**src/rtl/conv_tap_sequencer_pkg.sv**
```systemverilog
// Shared types and default sizing for the convolution tap sequencer.
package conv_tap_sequencer_pkg;

    localparam int DEF_NUM_TAPS    = 15;
    localparam int DEF_ADDR_W      = 4;
    localparam int DEF_NUM_WINDOWS = 16;
    localparam int DEF_WIN_W       = 4;

    // Ring reset: only the top bit set, which encodes to tap address 0.
    localparam logic [DEF_NUM_TAPS-1:0] DEF_RING_RESET = 15'h4000;

    typedef enum logic [2:0] {
        ST_IDLE,
        ST_CLEAR,
        ST_RUN,
        ST_OUTPUT,
        ST_DONE
    } state_t;

endpackage

```
**src/rtl/tap_ring_encoder.sv**
```systemverilog
// One-hot tap ring to binary tap address. The top ring bit maps to address 0,
// bit i maps to i+1; any non-one-hot ring gives all ones and flags o_invalid.
module tap_ring_encoder #(
    parameter int NUM_TAPS = 15,
    parameter int ADDR_W   = 4
) (
    input  logic [NUM_TAPS-1:0] i_ring,
    output logic [ADDR_W-1:0]   o_addr,
    output logic                o_invalid
);

    logic [ADDR_W-1:0] w_idx;

    always_comb begin
        o_invalid = (i_ring == '0) || ((i_ring & (i_ring - NUM_TAPS'(1))) != '0);
        w_idx     = '0;
        for (int i = 0; i < NUM_TAPS - 1; i++) begin
            if (i_ring[i]) begin
                w_idx = ADDR_W'(i + 1);
            end
        end
        o_addr = o_invalid ? '1 : w_idx;
    end

endmodule

```
**src/rtl/conv_tap_sequencer.sv**
```systemverilog
// Sequences one CNN convolution pass: clear, NUM_TAPS MAC taps, hand-off per window.
// Optional one-hot ring check with sticky ring_err: define TAP_RING_CHECK_EN.
module conv_tap_sequencer
    import conv_tap_sequencer_pkg::*;
#(
    parameter int NUM_TAPS    = DEF_NUM_TAPS,
    parameter int ADDR_W      = DEF_ADDR_W,
    parameter int NUM_WINDOWS = DEF_NUM_WINDOWS,
    parameter int WIN_W       = DEF_WIN_W
) (
    input  logic                clk,
    input  logic                rst,
    input  logic                start,
    input  logic                mac_ready,
    input  logic                out_ready,
    output logic                busy,
    output logic                done,
    output logic                acc_clear,
    output logic                mac_en,
    output logic [NUM_TAPS-1:0] ring_out,
    output logic [ADDR_W-1:0]   tap_addr,
    output logic [WIN_W-1:0]    window_idx,
    output logic                out_valid
`ifdef TAP_RING_CHECK_EN
    ,
    output logic                ring_err
`endif
);

    localparam logic [NUM_TAPS-1:0] LP_RING_RST = {1'b1, {(NUM_TAPS-1){1'b0}}};

    // Handshake: out_valid is held in OUTPUT until a cycle with out_ready=1;
    // that cycle is the transfer, and the window result is consumed on it.

    state_t              r_state;
    state_t              w_state_nxt;
    logic [NUM_TAPS-1:0] r_ring;
    logic [NUM_TAPS-1:0] w_ring_nxt;
    logic [WIN_W-1:0]    r_win_idx;
    logic [WIN_W-1:0]    w_win_nxt;
    logic [ADDR_W-1:0]   w_tap_addr;
    logic                w_ring_invalid;
    logic                w_halt;

    tap_ring_encoder #(
        .NUM_TAPS (NUM_TAPS),
        .ADDR_W   (ADDR_W)
    ) u_tap_ring_encoder (
        .i_ring    (r_ring),
        .o_addr    (w_tap_addr),
        .o_invalid (w_ring_invalid)
    );

`ifdef TAP_RING_CHECK_EN
    logic r_ring_err;

    always_ff @(posedge clk) begin
        if (rst) begin
            r_ring_err <= 1'b0;
        end else if (w_ring_invalid) begin
            r_ring_err <= 1'b1;
        end
    end

    // Halt already in the offending cycle so no tap is issued from a bad ring.
    assign w_halt   = r_ring_err | w_ring_invalid;
    assign ring_err = r_ring_err;
`else
    logic w_unused_invalid;
    assign w_unused_invalid = w_ring_invalid;
    assign w_halt           = 1'b0;
`endif

    always_ff @(posedge clk) begin
        if (rst) begin
            r_state   <= ST_IDLE;
            r_ring    <= LP_RING_RST;
            r_win_idx <= '0;
        end else begin
            r_state   <= w_state_nxt;
            r_ring    <= w_ring_nxt;
            r_win_idx <= w_win_nxt;
        end
    end

    always_comb begin
        w_state_nxt = r_state;
        w_ring_nxt  = r_ring;
        w_win_nxt   = r_win_idx;
        busy        = (r_state != ST_IDLE);
        done        = 1'b0;
        acc_clear   = 1'b0;
        mac_en      = 1'b0;
        out_valid   = 1'b0;

        case (r_state)
            ST_IDLE: begin
                if (start) begin
                    w_state_nxt = ST_CLEAR;
                end
            end
            ST_CLEAR: begin
                acc_clear   = 1'b1;
                w_ring_nxt  = LP_RING_RST;
                w_state_nxt = ST_RUN;
            end
            ST_RUN: begin
                // A stalled cycle holds the ring, so no tap is skipped or repeated.
                mac_en = mac_ready;
                if (mac_ready) begin
                    w_ring_nxt = {r_ring[NUM_TAPS-2:0], r_ring[NUM_TAPS-1]};
                    if (w_tap_addr == ADDR_W'(NUM_TAPS - 1)) begin
                        w_state_nxt = ST_OUTPUT;
                    end
                end
            end
            ST_OUTPUT: begin
                out_valid = 1'b1;
                if (out_ready) begin
                    if (r_win_idx == WIN_W'(NUM_WINDOWS - 1)) begin
                        w_state_nxt = ST_DONE;
                    end else begin
                        w_win_nxt   = r_win_idx + WIN_W'(1);
                        w_state_nxt = ST_CLEAR;
                    end
                end
            end
            ST_DONE: begin
                done        = 1'b1;
                w_win_nxt   = '0;
                w_state_nxt = ST_IDLE;
            end
            default: begin
                w_state_nxt = ST_IDLE;
            end
        endcase

        if (w_halt) begin
            w_state_nxt = ST_IDLE;
            mac_en      = 1'b0;
        end
    end

    assign ring_out   = r_ring;
    assign tap_addr   = w_tap_addr;
    assign window_idx = r_win_idx;

endmodule

```
**config.mk**
```make
export PLATFORM = sky130hd
export DESIGN_NAME = conv_tap_sequencer
export DESIGN_NICKNAME = d
export VERILOG_FILES = /design/src/rtl/conv_tap_sequencer_pkg.sv /design/src/rtl/tap_ring_encoder.sv /design/src/rtl/conv_tap_sequencer.sv
export SDC_FILE = /design/constraint.sdc
export NUM_CORES = 1
export LEC_CHECK = 0
export BUFFER_PORTS_ARGS = -buffer_cell sky130_fd_sc_hd__buf_2
export CAP_MARGIN = 15
export CORE_ASPECT_RATIO = 1.75
export CORE_MARGIN = 10
export CORE_UTILIZATION = 50
export DETAILED_ROUTE_END_ITERATION = 12
export PLACE_DENSITY_LB_ADDON = 0.2
export SETUP_SLACK_MARGIN = 0.3
export SLEW_MARGIN = 15
export SYNTH_ARGS = -nofsm -noshare
export SYNTH_HDL_FRONTEND = slang
export SYNTH_SLANG_ARGS = --single-unit
```
**constraint.sdc**
```tcl
create_clock -name clk -period 2 [get_ports clk]
set_input_delay 0.1 -clock clk [delete_from_list [all_inputs] [get_ports clk]]
set_output_delay 0.1 -clock clk [all_outputs]
set_load 0.01 [all_outputs]
```
Yosys cells after proc, flatten, opt, wreduce, memory -nomap -nowiden
Index checks and enable logic that the tools add are counted.
- bits in registers: 22
- input bits: 5
- output and inout port bits: 28
- logic and storage cells: 57
- add/subtract/negate cells: 2
- equality and inequality tests: 11
- mux-type cells: 30
- bitwise operators: 1
- reduce and logical (&&, ||, !) cells: 10
- operator list (kind ; number):
    4-bit 2-to-1 mux ; 10
    15-bit case mux with 2 select lines ; 1
    3-bit 2-to-1 mux ; 9
    15-bit AND ; 1
    15-bit zero test ; 1
    15-bit 2-to-1 mux ; 1
    15-bit nonzero test ; 1
    15-bit by 1-bit subtractor with 15-bit output (second input constant) ; 1
    3-bit case mux with 4 select lines ; 1
    2-bit inequality test (second input constant) ; 5
    4-bit == test (second input constant) ; 2
    4-bit case mux with 2 select lines ; 1
    3-bit by 2-bit == test with 1-bit output (second input constant) ; 2
    1-bit 2-to-1 mux ; 5
    4-bit by 1-bit adder with 4-bit output (second input constant) ; 1
    2-bit 2-to-1 mux ; 2
    4-bit AND reduction ; 1
    2-bit nonzero test ; 2
    3-bit by 1-bit == test with 1-bit output (second input constant) ; 1
    3-bit == test (second input constant) ; 1
    3-bit zero test ; 1
    3-bit AND reduction ; 1
    3-bit nonzero test ; 1
    2-bit AND reduction ; 1
    1-bit logical OR ; 1

Longest topological paths before layout
- depth in word-level cells: 19
- mapped depth: 8

Hierarchy
Synthesis repeated with hierarchy kept, for this count alone.
- cells, all modules: 139
- area total of the unflattened synthesis: 1246.2 µm²
- by module, submodules not included (module ; instances ; cells each ; area an instance (µm²) ; seq. area each (µm²)):
    conv_tap_sequencer ; 1 ; 89 ; 908.4 ; 440.4
    tap_ring_encoder ; 1 ; 50 ; 337.8 ; 0.0

Worst setup path after synthesis
Ideal clock, no wire load.
- kind: reg-to-output
- start: register r_ring[3] (netlist: ring_out[3])
- end: output port tap_addr[1]
- data arrival time: 1566 ps
- required time: 1900 ps
- slack: 334 ps
- stages on the path, launching flop included: 7
- buffers on the path: 1
- cells stage by stage: dfxtp_1 buf_6 nor4_4 a41oi_1 nor2_1 and4_1 o311ai_1
- longest elaborated chain between the ends: 12
- elaborated cells on any way between the ends: 17
- classes of those cells: 1 x add/sub; 12 x mux; 1 x bitwise; 3 x reduce/logical
- ends and longest elaborated chain (item ; RTL line ; text):
    start: declaration ; conv_tap_sequencer.sv:37 ; logic [NUM_TAPS-1:0] r_ring;
    start signal: assignment ; conv_tap_sequencer.sv:81 ; r_ring <= w_ring_nxt;
    3-bit 2-to-1 mux (4 in a row) ; tap_ring_encoder.sv:18 ; if (i_ring[i]) begin
    4-bit 2-to-1 mux (7 in a row) ; tap_ring_encoder.sv:18 ;
    4-bit 2-to-1 mux (*) ; tap_ring_encoder.sv:22 ; o_addr = o_invalid ? '1 : w_idx;
    end: declaration ; conv_tap_sequencer.sv:21 ; output logic [ADDR_W-1:0] tap_addr,
Every way passes the cells marked *; elsewhere a longest branch is shown, timed or not.

Worst setup path after layout
- start: register r_ring[5] (netlist: ring_out[5])
- end: output port tap_addr[1]
- longest elaborated chain between the ends: 10
- elaborated cells on any way between the ends: 15
- classes of those cells: 1 x add/sub; 10 x mux; 1 x bitwise; 3 x reduce/logical
- ends and longest elaborated chain (item ; RTL line):
    parallel branches: the longest is 9 deep, another holds 15-bit by 1-bit subtractor with 15-bit output ; -
    4-bit 2-to-1 mux (*) ; tap_ring_encoder.sv:22
Every way passes the cells marked *.

==> results.py <==
metrics = {
    "worst_setup_path": {
        "worstSetupEndpointType": "output pin",
        "arrival_ns": 1.84,
        "r2r_slack_ns": 0.43,
        "crit_fanout": 8,
        "worstPathRequired_ns": 1.90,
        "timing.rr.end": "r_state[0]$_SDFFE_PP0P_",
        "reg2regPathDepth": 6,
        "cp-start-kind": "register",
        "r2r_start": "ring_out[9]$_SDFFE_PP0P_",
        "crit_type": "register to output pin",
    },
    "place": {
        "gp_congestion": 0.850,
        "port_buffers": 32,
        "dp_hpwl_mm": 2.96,
    },
    "run": {
        "drv_cap": 0,
    },
    "cts": {
        "cts_sinks": 22,
        "h-tree-depth": 1,
        "clockBufferDepth": 2,
        "hold_buffers": 0,
        "clkTransAtPathRegs_ns": 0.08,
        "cts-root-buf": "clkbuf_8",
        "cts_buffers": 3,
        "clk-insertion-delay-late_ns": 0.26,
        "cts_tree": "built",
    },
    "sta": {
        "period_share": 0.972,
        "whs_ns": 0.116,
        "rsz0062_at_grt": "true",
        "finalHoldViolations": 0,
        "post-route-min-period_ns": 1.94,
        "finalSetupViolCount": 0,
        "drv_slew": 0,
        "maxSlewHeadroom": 0.668,
        "fmaxAchievable_mhz": 515,
        "max_slew.worst_pin.slew_ns": 0.498,
        "clock_skew_ns": 0.00806,
    },
    "floorplanning": {
        "fp.dieH_um": 91.2,
        "start_util": 0.526,
        "die_area_um2": 5530,
        "pin_count": 33,
        "rows": 25,
        "die_width_um": 60.7,
        "core_area_um2": 2750,
    },
    "yosys": {
        "synth_cell_types": 53,
        "synth_compound_area_frac": 0.208,
        "async_reset_ff_frac": 0,
        "synth-edff-count": 0,
        "syn_area_um2": 1450,
        "synthAdderAreaFrac": 0.00864,
        "synthMuxAreaShare": 0.0216,
        "ys_seq_area_frac": 0.304,
        "avgSynthCellArea_um2": 8.62,
        "synth_nets": 174,
        "synth_top_family_by_area": "simple AND/OR/NAND/NOR gates",
        "synth_xor_area_frac": 0.0182,
        "syn_inst": 168,
        "ys.flop_type": "dfxtp_1",
        "synthSimpleGateAreaFrac": 0.346,
        "ys_warn_count": 0,
        "yosys_register_bits": 22,
    },
    "layout": {
        "fillCellCount": 253,
        "seqCellArea_um2": 445,
        "utilization": 0.630,
        "synthToLayoutAreaGrowth_pct": 19.9,
        "drive_above_1_share": 0.432,
        "antenna_cells": 0,
        "fin_nets": 213,
        "multiInputGateArea_um2": 897,
    },
    "grt": {
        "grt_start_max_net_pins": 23,
        "antenna_found_initial": 0,
        "grt_pass1_wl_mm": 6.30,
        "grt-ovfl-total": 0,
        "grt_pass1_vias": 1385,
        "grt.total_usage": 0.139,
    },
    "route": {
        "drt_first_pass_iters": 4,
        "wl_per_cell_um": 17.0,
        "num_vias": 1407,
        "drtIter0Drc": 25,
        "finalWirelength_mm": 3.97,
        "post-route-drc-count": 0,
        "viasPerCell": 6.04,
        "ant_nets": 0,
    },
    "worst_hold_path": {
        "hold_depth": 2,
        "min_path_type": "input pin to register",
        "min-delay-start": "out_ready",
        "worstHoldEndpoint": "r_state[1]$_SDFFE_PP0P_",
    },
    "power_and_ir_drop": {
        "switching_share": 0.296,
        "vdd_drop_max_mv": 0.635,
        "power.total_mw": 1.18,
        "power.density_nw_per_um2": 679,
        "p_comb_frac": 0.241,
        "p_int_mw": 0.829,
        "clkPwrFrac": 0.347,
        "p_leak_nw": 0.723,
        "power_frac_seq": 0.412,
        "switchingPower_mw": 0.348,
    },
    "run_status": {
        "outcome": "finished, final reports clean",
    },
}
## registers in the layout (all words and copies together) (netlist names)
signal / cells
window_idx: 4
ring_out: 15
r_state: 3
## placed cells by master, fill, tap and decap left out, drive strengths merged, types with 3 or more instances in the layout
cell	instances
buf	47
dfxtp	22
nand2	19
nand3	18
a21oi	16
nor2	15
nor3	8
inv	4
o21ai	4
nand4	3
nor2b	3
clkbuf	3
nor4	3
nor3b	3
## repair_timing
| item | CTS | global route |
|---|---|---|
| endpoints found under the setup margin | 5 | 17 |
| pin swaps | 7 | 0 |
| resized for setup | 5 | 4 |
| buffers inserted | 2 | 0 |
| cloned | 0 | 0 |
## critical path, stage by stage (launching register included)
cell and delay [ns]:
dfxtp_2 0.34, nor4_4 0.25, buf_4 0.19, nand4b_1 0.11, a22oi_1 0.16, and4_2 0.28, o311ai_1 0.09, buf_2 0.16
## kinds of logic (layout without fill, tap and decap cells)
family	Yosys count	in the layout
muxes	3	3
adders and majority gates	1	1
buffers and inverters	17	55
DFF	22	22
and+or+nand+nor	83	83
xor gates and xnor gates	3	3
AOI/OAI and AO/OA	39	39
## metal layers
metal  up-vias  routed length, um  GRT usage
met1       677               1560      0.142
met4         0                 42     0.0386
met5         -                  0          0
met2        42               2160      0.261
li1        684                  -          -
met3         4                207     0.0265
## layout make-up
type | instances | share of cell area
repair buffers | 47 | 0.157
well taps | 27 | 0.0195
clock buffers | 3 | 0.0238
clock inverters | 1 | 0.0173
inverters | 4 | 0.00865
flip-flops and latches | 22 | 0.257
multi-input cells | 129 | 0.517
## power groups by stage
stage,clock network (mW),logic [mW],registers [mW]
4_1_cts,0.417,0.284,0.483
6_report,0.409,0.284,0.486
2_1_floorplan,0,0.271,0.474
5_1_grt,0.428,0.311,0.489
3_5_place_dp,0,0.283,0.493
3_3_place_gp,0,0.279,0.491
## synth_stat cells (4+ instances only)
cell type,instances,area share
nand3_1,9,0.031
a21oi_2,9,0.054
nor3_1,8,0.028
inv_1,4,0.010
buf_6,4,0.031
dfxtp_1,22,0.30
nor2_1,15,0.039
a21oi_1,7,0.024
o21ai_0,4,0.014
nand2_1,19,0.049
nand3_2,9,0.062
## worst max path at each step
stage	start	to	slack, ns	cells after the start
after floorplan	ring_out[3]$_SDFFE_PP0P_	tap_addr[1]	0.33	6
after global placement	ring_out[7]$_SDFFE_PP0P_	tap_addr[1]	0.22	6
after detailed placement	ring_out[0]$_SDFFE_PP0P_	tap_addr[1]	0.18	6
after CTS	ring_out[5]$_SDFFE_PP0P_	tap_addr[2]	0.06	7
after global routing	ring_out[5]$_SDFFE_PP0P_	tap_addr[1]	-0.03	7
final	ring_out[5]$_SDFFE_PP0P_	tap_addr[1]	0.06	7
## through the flow
step	std cells	setup slack [ns]	cell area (um^2)	TNS (ns)
floorplan	168	0.334	1450	0
global placement	227	0.224	1620	0
detailed placement	227	0.182	1620	0
CTS	233	0.0583	1730	0
global route	233	-0.0341	1740	-0.0709
finish	233	0.0565	1740	0
Power figures use the tool's default switching activity.
